**src/rtl/run_pattern_tx_pkg.sv**
```systemverilog
`default_nettype none
// +----------------------------------------------------------------------+
// | run_pattern_tx_pkg : state encodings, field-width defaults, state type |
// | Revision 1.0                                                          |
// +----------------------------------------------------------------------+
package run_pattern_tx_pkg;

  localparam int LEN_W_DEF = 4;
  localparam int REP_W_DEF = 3;

  // Plain vector type so the illegal 2'b11 encoding stays representable
  typedef logic [1:0] state_t;

  localparam state_t c_IDLE = 2'b00;
  localparam state_t c_RUN  = 2'b01;
  localparam state_t c_TERM = 2'b10;

endpackage
`default_nettype wire

```
**src/rtl/run_pattern_tx_load_down_counter.sv**
```systemverilog
`default_nettype none
// +----------------------------------------------------------------------+
// | load_down_counter : loadable down counter that saturates at zero      |
// | Revision 1.0                                                          |
// +----------------------------------------------------------------------+
module load_down_counter #(
  parameter int WIDTH = 4
) (
  input  logic             clk,
  input  logic             rst,
  input  logic             load,
  input  logic [WIDTH-1:0] load_val,
  input  logic             dec,
  output logic [WIDTH-1:0] count,
  output logic             is_one,
  output logic             is_zero
);

  logic [WIDTH-1:0] r_count;

  always_ff @(posedge clk) begin
    if (!rst) begin
      r_count <= '0;
    end else if (load) begin
      r_count <= load_val;
    end else if (dec && (r_count != '0)) begin
      r_count <= r_count - WIDTH'(1);
    end
  end

  assign count   = r_count;
  assign is_one  = (r_count == WIDTH'(1));
  assign is_zero = (r_count == '0);

endmodule
`default_nettype wire

```
**src/rtl/run_pattern_tx.sv**
```systemverilog
`default_nettype none
// +----------------------------------------------------------------------+
// | run_pattern_tx : serial (repeat_count+1) x (run_len ones + one zero)  |
// | burst pattern generator. Revision 1.0                                 |
// +----------------------------------------------------------------------+
module run_pattern_tx
  import run_pattern_tx_pkg::*;
#(
  parameter int LEN_W = LEN_W_DEF,
  parameter int REP_W = REP_W_DEF
) (
  input  logic             clk,
  input  logic             rst,
  input  logic             start_valid,
  input  logic [LEN_W-1:0] run_len,
  input  logic [REP_W-1:0] repeat_count,
  output logic             start_ready,
  output logic             out,
  output logic             busy,
  output logic             done,
  output logic [1:0]       out_state
);

  state_t           r_state;
  state_t           w_next;
  logic [LEN_W-1:0] r_len;
  logic [LEN_W-1:0] w_bit_cnt;
  logic [LEN_W-1:0] w_bit_val;
  logic [REP_W-1:0] w_burst_cnt;
  logic             w_bit_one, w_bit_zero, w_burst_one, w_burst_zero;
  logic             w_handshake, w_bit_load, w_bit_dec, w_burst_dec;
  logic             w_unused;

  assign w_handshake = (r_state == c_IDLE) && start_valid;
  // Bit counter reloads on handshake and at every non-final terminator
  assign w_bit_load  = w_handshake || ((r_state == c_TERM) && !w_burst_zero);
  assign w_bit_val   = w_handshake ? run_len : r_len;
  assign w_bit_dec   = (r_state == c_RUN) && !w_bit_one && !w_bit_zero;
  assign w_burst_dec = (r_state == c_TERM) && !w_burst_zero;

  load_down_counter #(.WIDTH(LEN_W)) u_bit_cnt (
    .clk      (clk),
    .rst      (rst),
    .load     (w_bit_load),
    .load_val (w_bit_val),
    .dec      (w_bit_dec),
    .count    (w_bit_cnt),
    .is_one   (w_bit_one),
    .is_zero  (w_bit_zero)
  );

  load_down_counter #(.WIDTH(REP_W)) u_burst_cnt (
    .clk      (clk),
    .rst      (rst),
    .load     (w_handshake),
    .load_val (repeat_count),
    .dec      (w_burst_dec),
    .count    (w_burst_cnt),
    .is_one   (w_burst_one),
    .is_zero  (w_burst_zero)
  );

  // Counter outputs this block has no use for
  assign w_unused = ^{w_bit_cnt, w_burst_cnt, w_burst_one};

  always_comb begin
    w_next = c_IDLE;
    case (r_state)
      c_IDLE: begin
        if (start_valid) w_next = (run_len != '0) ? c_RUN : c_TERM;
        else             w_next = c_IDLE;
      end
      c_RUN: begin
        w_next = (w_bit_one || w_bit_zero) ? c_TERM : c_RUN;
      end
      c_TERM: begin
        if (w_burst_zero)     w_next = c_IDLE;
        else if (r_len != '0) w_next = c_RUN;
        else                  w_next = c_TERM;
      end
      default: w_next = c_IDLE;
    endcase
  end

  always_ff @(posedge clk) begin
    if (!rst) begin
      r_state <= c_IDLE;
      r_len   <= '0;
    end else begin
      r_state <= w_next;
      if (w_handshake) r_len <= run_len;
    end
  end

  assign start_ready = (r_state == c_IDLE);
  assign out         = (r_state == c_RUN);
  assign busy        = (r_state == c_RUN) || (r_state == c_TERM);
  assign done        = (r_state == c_TERM) && w_burst_zero;
  assign out_state   = r_state;

endmodule
`default_nettype wire
```
**config.mk**
```make
export PLATFORM = sky130hd
export DESIGN_NAME = run_pattern_tx
export DESIGN_NICKNAME = d
export VERILOG_FILES = /design/src/rtl/run_pattern_tx_pkg.sv /design/src/rtl/run_pattern_tx_load_down_counter.sv /design/src/rtl/run_pattern_tx.sv
export SDC_FILE = /design/constraint.sdc
export NUM_CORES = 1
export LEC_CHECK = 0
export BUFFER_PORTS_ARGS = -buffer_cell sky130_fd_sc_hd__buf_2
export CORE_UTILIZATION = 56
export DETAILED_ROUTE_END_ITERATION = 10
export GPL_TIMING_DRIVEN = 0
export PLACE_DENSITY_LB_ADDON = 0.3
export SLEW_MARGIN = 20
export SYNTH_ARGS = -nofsm -noshare
export SYNTH_HDL_FRONTEND = slang
export SYNTH_SLANG_ARGS = --single-unit
```
**constraint.sdc**
```tcl
create_clock -name clk -period 2.55 [get_ports clk]
set_input_delay 0.765 -clock clk [delete_from_list [all_inputs] [get_ports clk]]
set_output_delay 0.765 -clock clk [all_outputs]
set_load 0.05 [all_outputs]
```
==> impl_results.html <==
<table>
<tr><th>Metric</th><th>Value</th></tr>
<tr><th colspan="2">Power and ir drop</th></tr>
<tr><td>Leakage power</td><td>between 0.3 and 0.4 nW</td></tr>
<tr><td>Highest ir drop seen on vdd</td><td>~390 uV</td></tr>
<tr><td>Cell area power density</td><td>about 720 mW/mm^2</td></tr>
<tr><th colspan="2">Run</th></tr>
<tr><td>Max-capacitance violation count</td><td>0</td></tr>
<tr><th colspan="2">Logic synthesis</th></tr>
<tr><td>Avg Cell Area, Syn</td><td>between 8 and 9 um^2</td></tr>
<tr><td>Primary flip-flop cell chosen by synthesis mapping</td><td>sky130_fd_sc_hd__dfxtp_1</td></tr>
<tr><td>Library cell with the largest summed area after synthesis</td><td>sky130_fd_sc_hd__dfxtp_1</td></tr>
<tr><td>Proportion of netlist area held by the largest area contributor</td><td>0.331</td></tr>
<tr><td>Post-synth design cell area</td><td>between 700 and 800 um^2</td></tr>
<tr><td>Synth top area cells</td><td>sky130_fd_sc_hd__dfxtp_1, sky130_fd_sc_hd__ha_1, sky130_fd_sc_hd__inv_1, sky130_fd_sc_hd__nand2_1, sky130_fd_sc_hd__xnor2_1</td></tr>
<tr><td>Post-Syn Nets</td><td>around 110</td></tr>
<tr><td>Post-synthesis cell type count</td><td>33</td></tr>
<tr><td>Number of enable-type register cells in the synthesized netlist</td><td>0</td></tr>
<tr><td>Yosys warnings</td><td>0</td></tr>
<tr><td>Post-synthesis sequential area ratio</td><td>0.331</td></tr>
<tr><td>Synth Instances</td><td>88</td></tr>
<tr><td>Proportion of synthesized flip-flops having asynchronous set or reset</td><td>0</td></tr>
<tr><td>Flops &amp; latches, synth</td><td>13</td></tr>
<tr><th colspan="2">Worst setup path</th></tr>
<tr><td>Slowest Stage Delay on Critical Path</td><td>0.34 ns</td></tr>
<tr><td>Capturing point of the worst reg2reg path</td><td>u_bit_cnt.count[3]</td></tr>
<tr><td>Launch point of the worst reg-to-reg path</td><td>out_state[1]</td></tr>
<tr><td>Setup slack, reg-to-reg</td><td>approximately 0.86 ns</td></tr>
<tr><td>Dominant cell type by count on the critical path</td><td>sky130_fd_sc_hd__inv_1</td></tr>
<tr><td>Critical Path Fanout Max</td><td>5</td></tr>
<tr><td>Worst Path Buf+Inv</td><td>3</td></tr>
<tr><td>Critical path launch point type</td><td>register</td></tr>
<tr><td>Path type of the worst setup path</td><td>reg2out</td></tr>
<tr><td>FF-to-FF path depth</td><td>6</td></tr>
<tr><td>WP data required</td><td>roughly 1.8 ns</td></tr>
<tr><td>Worst endpoint data arrival time</td><td>roughly 1.4 ns</td></tr>
<tr><td>Cell chain of the critical path</td><td>inv_1, ha_1, inv_1, nor2_1, buf_2</td></tr>
<tr><td>Cell family with the largest share of critical-path delay</td><td>buffers and inverters</td></tr>
<tr><td>Critical Path Slowest Stage Cell</td><td>sky130_fd_sc_hd__dfxtp_1</td></tr>
<tr><td>Capturing element type of the critical path</td><td>primary output</td></tr>
<tr><th colspan="2">STA</th></tr>
<tr><td>Hold violation total from the final report</td><td>0</td></tr>
<tr><td>Final sum of negative setup slack</td><td>0 ns</td></tr>
<tr><td>Setup repair after global routing missed its margin</td><td>no</td></tr>
<tr><td>Worst setup margin</td><td>approximately 0.43 ns</td></tr>
<tr><td>Final setup skew</td><td>roughly 0.002 ns</td></tr>
<tr><td>Number of setup violations in the final report</td><td>0</td></tr>
<tr><td>Actual transition at the worst max-transition pin</td><td>0.434 ns</td></tr>
<tr><td>Worst max-slew margin expressed relative to the limit</td><td>0.711</td></tr>
<tr><td>Achievable clock frequency</td><td>472 MHz</td></tr>
<tr><td>Final Max Tran Viols</td><td>0</td></tr>
<tr><td>Minimum period implied by the final worst setup slack</td><td>around 2.1 ns</td></tr>
<tr><td>Final cycle utilization of the critical path</td><td>0.832</td></tr>
<tr><th colspan="2">Floorplanning</th></tr>
<tr><td>DIE AREA</td><td>0.00156 mm^2</td></tr>
<tr><td>Top-level I/O count</td><td>16</td></tr>
<tr><td>Standard cell core area</td><td>0.00130 mm^2</td></tr>
<tr><td>Die boundary height</td><td>39.5 um</td></tr>
<tr><td>X dimension of the die</td><td>~39 um</td></tr>
<tr><td>Effective utilization at floorplan</td><td>0.605</td></tr>
<tr><td>Row Count</td><td>13</td></tr>
<tr><th colspan="2">CTS</th></tr>
<tr><td>CTS Hold Bufs</td><td>0</td></tr>
<tr><td>Clock edge transition at the registers on the reported setup and hold paths</td><td>~0.08 ns</td></tr>
<tr><td>TritonCTS Sinks</td><td>13</td></tr>
<tr><td>Clock latency at the later pin of the worst-skew pair</td><td>0.28 ns</td></tr>
<tr><td>Clock tree from TritonCTS</td><td>yes</td></tr>
<tr><td>H-tree depth reported by CTS</td><td>1</td></tr>
<tr><td>Number of setup buffers added after CTS</td><td>0</td></tr>
<tr><td>Resize count post-CTS</td><td>0</td></tr>
<tr><td>Clock Path Buffers</td><td>2</td></tr>
<tr><td>Root buffer selected by CTS</td><td>sky130_fd_sc_hd__clkbuf_4</td></tr>
<tr><td>Inserted Clock Buffers</td><td>3</td></tr>
<tr><th colspan="2">Routing</th></tr>
<tr><td>Total via count after detailed routing</td><td>about 700</td></tr>
<tr><td>DRC marker count from the first detailed-route iteration</td><td>24</td></tr>
<tr><td>Pre-Repair DR Iteration Count</td><td>6</td></tr>
<tr><td>Length of routed wiring on met1</td><td>between 600 and 700 um</td></tr>
<tr><td>Detailed-route wire length</td><td>about 1600 um</td></tr>
<tr><td>Detail Route met2 WL</td><td>825 um</td></tr>
<tr><td>Antenna viol nets, final</td><td>0</td></tr>
<tr><td>Met3 routed WL</td><td>approximately 130 um</td></tr>
<tr><td>Post-detailed-route via-to-cell ratio</td><td>around 5.8</td></tr>
<tr><td>Top routing layer used</td><td>met4</td></tr>
<tr><td>Number of remaining DRC errors</td><td>0</td></tr>
<tr><td>Routed wire per std cell</td><td>13.2 um</td></tr>
<tr><th colspan="2">Min path</th></tr>
<tr><td>Worst hold path class</td><td>reg2reg</td></tr>
<tr><td>Worst Min Path Start</td><td>r_len[3]</td></tr>
<tr><td>Number of cells on the worst hold path</td><td>2</td></tr>
<tr><td>Hold Path Sink</td><td>r_len[3]</td></tr>
<tr><th colspan="2">Global routing</th></tr>
<tr><td>Number of global-route vias before repair</td><td>601</td></tr>
<tr><td>Number of antenna violations at the first check in global routing</td><td>0</td></tr>
<tr><td>Global routing usage summed across all routing layers</td><td>0.242</td></tr>
<tr><td>Total grt overflow</td><td>0</td></tr>
<tr><td>First-pass GRT wire length</td><td>around 2500 um</td></tr>
<tr><td>Pin count of the biggest net entering global routing</td><td>11</td></tr>
<tr><th colspan="2">Placement</th></tr>
<tr><td>Placed wire-length estimate</td><td>1210 um</td></tr>
<tr><td>Final weighted congestion of routability-driven global placement</td><td>0.804</td></tr>
<tr><td>Placed cell area</td><td>881 um^2</td></tr>
<tr><td>Setup slack at placement</td><td>about 0.68 ns</td></tr>
<tr><td>Number of I/O port buffers</td><td>15</td></tr>
<tr><th colspan="2">Cells and area</th></tr>
<tr><td>Layout cells sized above 1</td><td>0.262</td></tr>
<tr><td>Final Net Count</td><td>between 100 and 150</td></tr>
<tr><td>Number of antenna cells inserted</td><td>0</td></tr>
<tr><td>Post-route cell area</td><td>907 um^2</td></tr>
<tr><td>Layout area overhead</td><td>15.3%</td></tr>
<tr><th colspan="2">Run status</th></tr>
<tr><td>Status</td><td>finished clean</td></tr>
</table>
worst register-to-register path, cell delays in order (launching register included):
cell and delay (ns):
sky130_fd_sc_hd__dfxtp_1 0.39, sky130_fd_sc_hd__inv_1 0.08, sky130_fd_sc_hd__ha_1 0.20, sky130_fd_sc_hd__and2_1 0.16
sky130_fd_sc_hd__buf_4 0.16, sky130_fd_sc_hd__a21oi_2 0.23, sky130_fd_sc_hd__mux2_2 0.36
per-layer routing:
layer | GRT usage | vias to the layer above
met3 | 0.0511 | 4
li1 | - | 338
met1 | 0.296 | 322
met2 | 0.381 | 38
met4 | 0.147 | 0
met5 | 0 | -
how the worst max path moves through the flow:
| stage | cells past startpoint | start | endpoint |
|---|---|---|---|
| floorplan | 3 | out_state[1] | done |
| global placement | 5 | start_valid | u_bit_cnt.count[3] |
| detailed placement | 5 | start_valid | u_bit_cnt.count[3] |
| CTS | 5 | out_state[0] | done |
| global route | 5 | out_state[0] | done |
| finish | 5 | out_state[0] | done |
synth_stat cells, types with 2 or more instances:
master                     count
sky130_fd_sc_hd__nand2b_1      3
sky130_fd_sc_hd__a211oi_1      2
sky130_fd_sc_hd__a21oi_1       5
sky130_fd_sc_hd__ha_1          8
sky130_fd_sc_hd__o31ai_2       2
sky130_fd_sc_hd__and2_1        3
sky130_fd_sc_hd__inv_1         8
sky130_fd_sc_hd__dfxtp_1      13
sky130_fd_sc_hd__o21ai_0       5
sky130_fd_sc_hd__nor3_1        2
sky130_fd_sc_hd__nand2_1       8
sky130_fd_sc_hd__a21boi_0      2
sky130_fd_sc_hd__nand3_1       4
sky130_fd_sc_hd__xnor2_1       3
sky130_fd_sc_hd__nor4_1        2
registers in the layout, indices dropped and copies added (netlist names):
signal / count
out_state: 2
r_len: 4
u_bit_cnt.count: 4
u_burst_cnt.count: 3
through the flow:
step / power, mW / cells / hold slack [ns] / utilization
after global routing: 0.696 / 122 / 0.572 / 0.697
final: 0.656 / 122 / 0.533 / 0.697
after detailed placement: 0.527 / 118 / 0.515 / 0.677
after global placement: 0.519 / 118 / 0.482 / 0.677
after floorplan: 0.475 / 88 / 0.457 / -
after CTS: 0.659 / 122 / 0.527 / 0.697
logic make-up (layout without fill, tap and decap cells):
group / Yosys count / after routing / synth area share
buffers and inverters: 11 / 30 / 0.0588
adder cells (fa/ha/maj): 8 / 8 / 0.127
AO/OA/AOI/OAI: 21 / 21 / 0.191
XOR/XNOR: 4 / 4 / 0.0445
AND/OR/NAND/NOR: 27 / 27 / 0.188
flip-flops: 13 / 13 / 0.331
multiplexers: 4 / 4 / 0.0604
placed cells by master (no fill, tap or decap), types with 4 or more instances in the layout:
cell type,n
sky130_fd_sc_hd__buf_2,16
sky130_fd_sc_hd__dfxtp_1,13
sky130_fd_sc_hd__inv_1,8
sky130_fd_sc_hd__nand2_1,8
sky130_fd_sc_hd__ha_1,8
sky130_fd_sc_hd__a21oi_1,5
sky130_fd_sc_hd__o21ai_0,5
sky130_fd_sc_hd__nand3_1,4
layout make-up:
class	instances	area [um^2]
inverters	8	30.0
clock buffers	4	26.3
fillers	119	394
well taps	15	18.8
multi-input cells	64	480
flip-flops and latches	13	260
plain buffers	3	16.3
repair buffers	15	75.1
report_power, final:
| group | switching (mW) | leakage [nW] | internal [mW] |
|---|---|---|---|
| logic | 0.171 | 0.265 | 0.101 |
| clock network | 0.0713 | 0.0150 | 0.0607 |
| registers | 0.0218 | 0.107 | 0.230 |
| total | 0.264 | 0.387 | 0.392 |
Note: power is estimated with default switching activity, not from simulation.
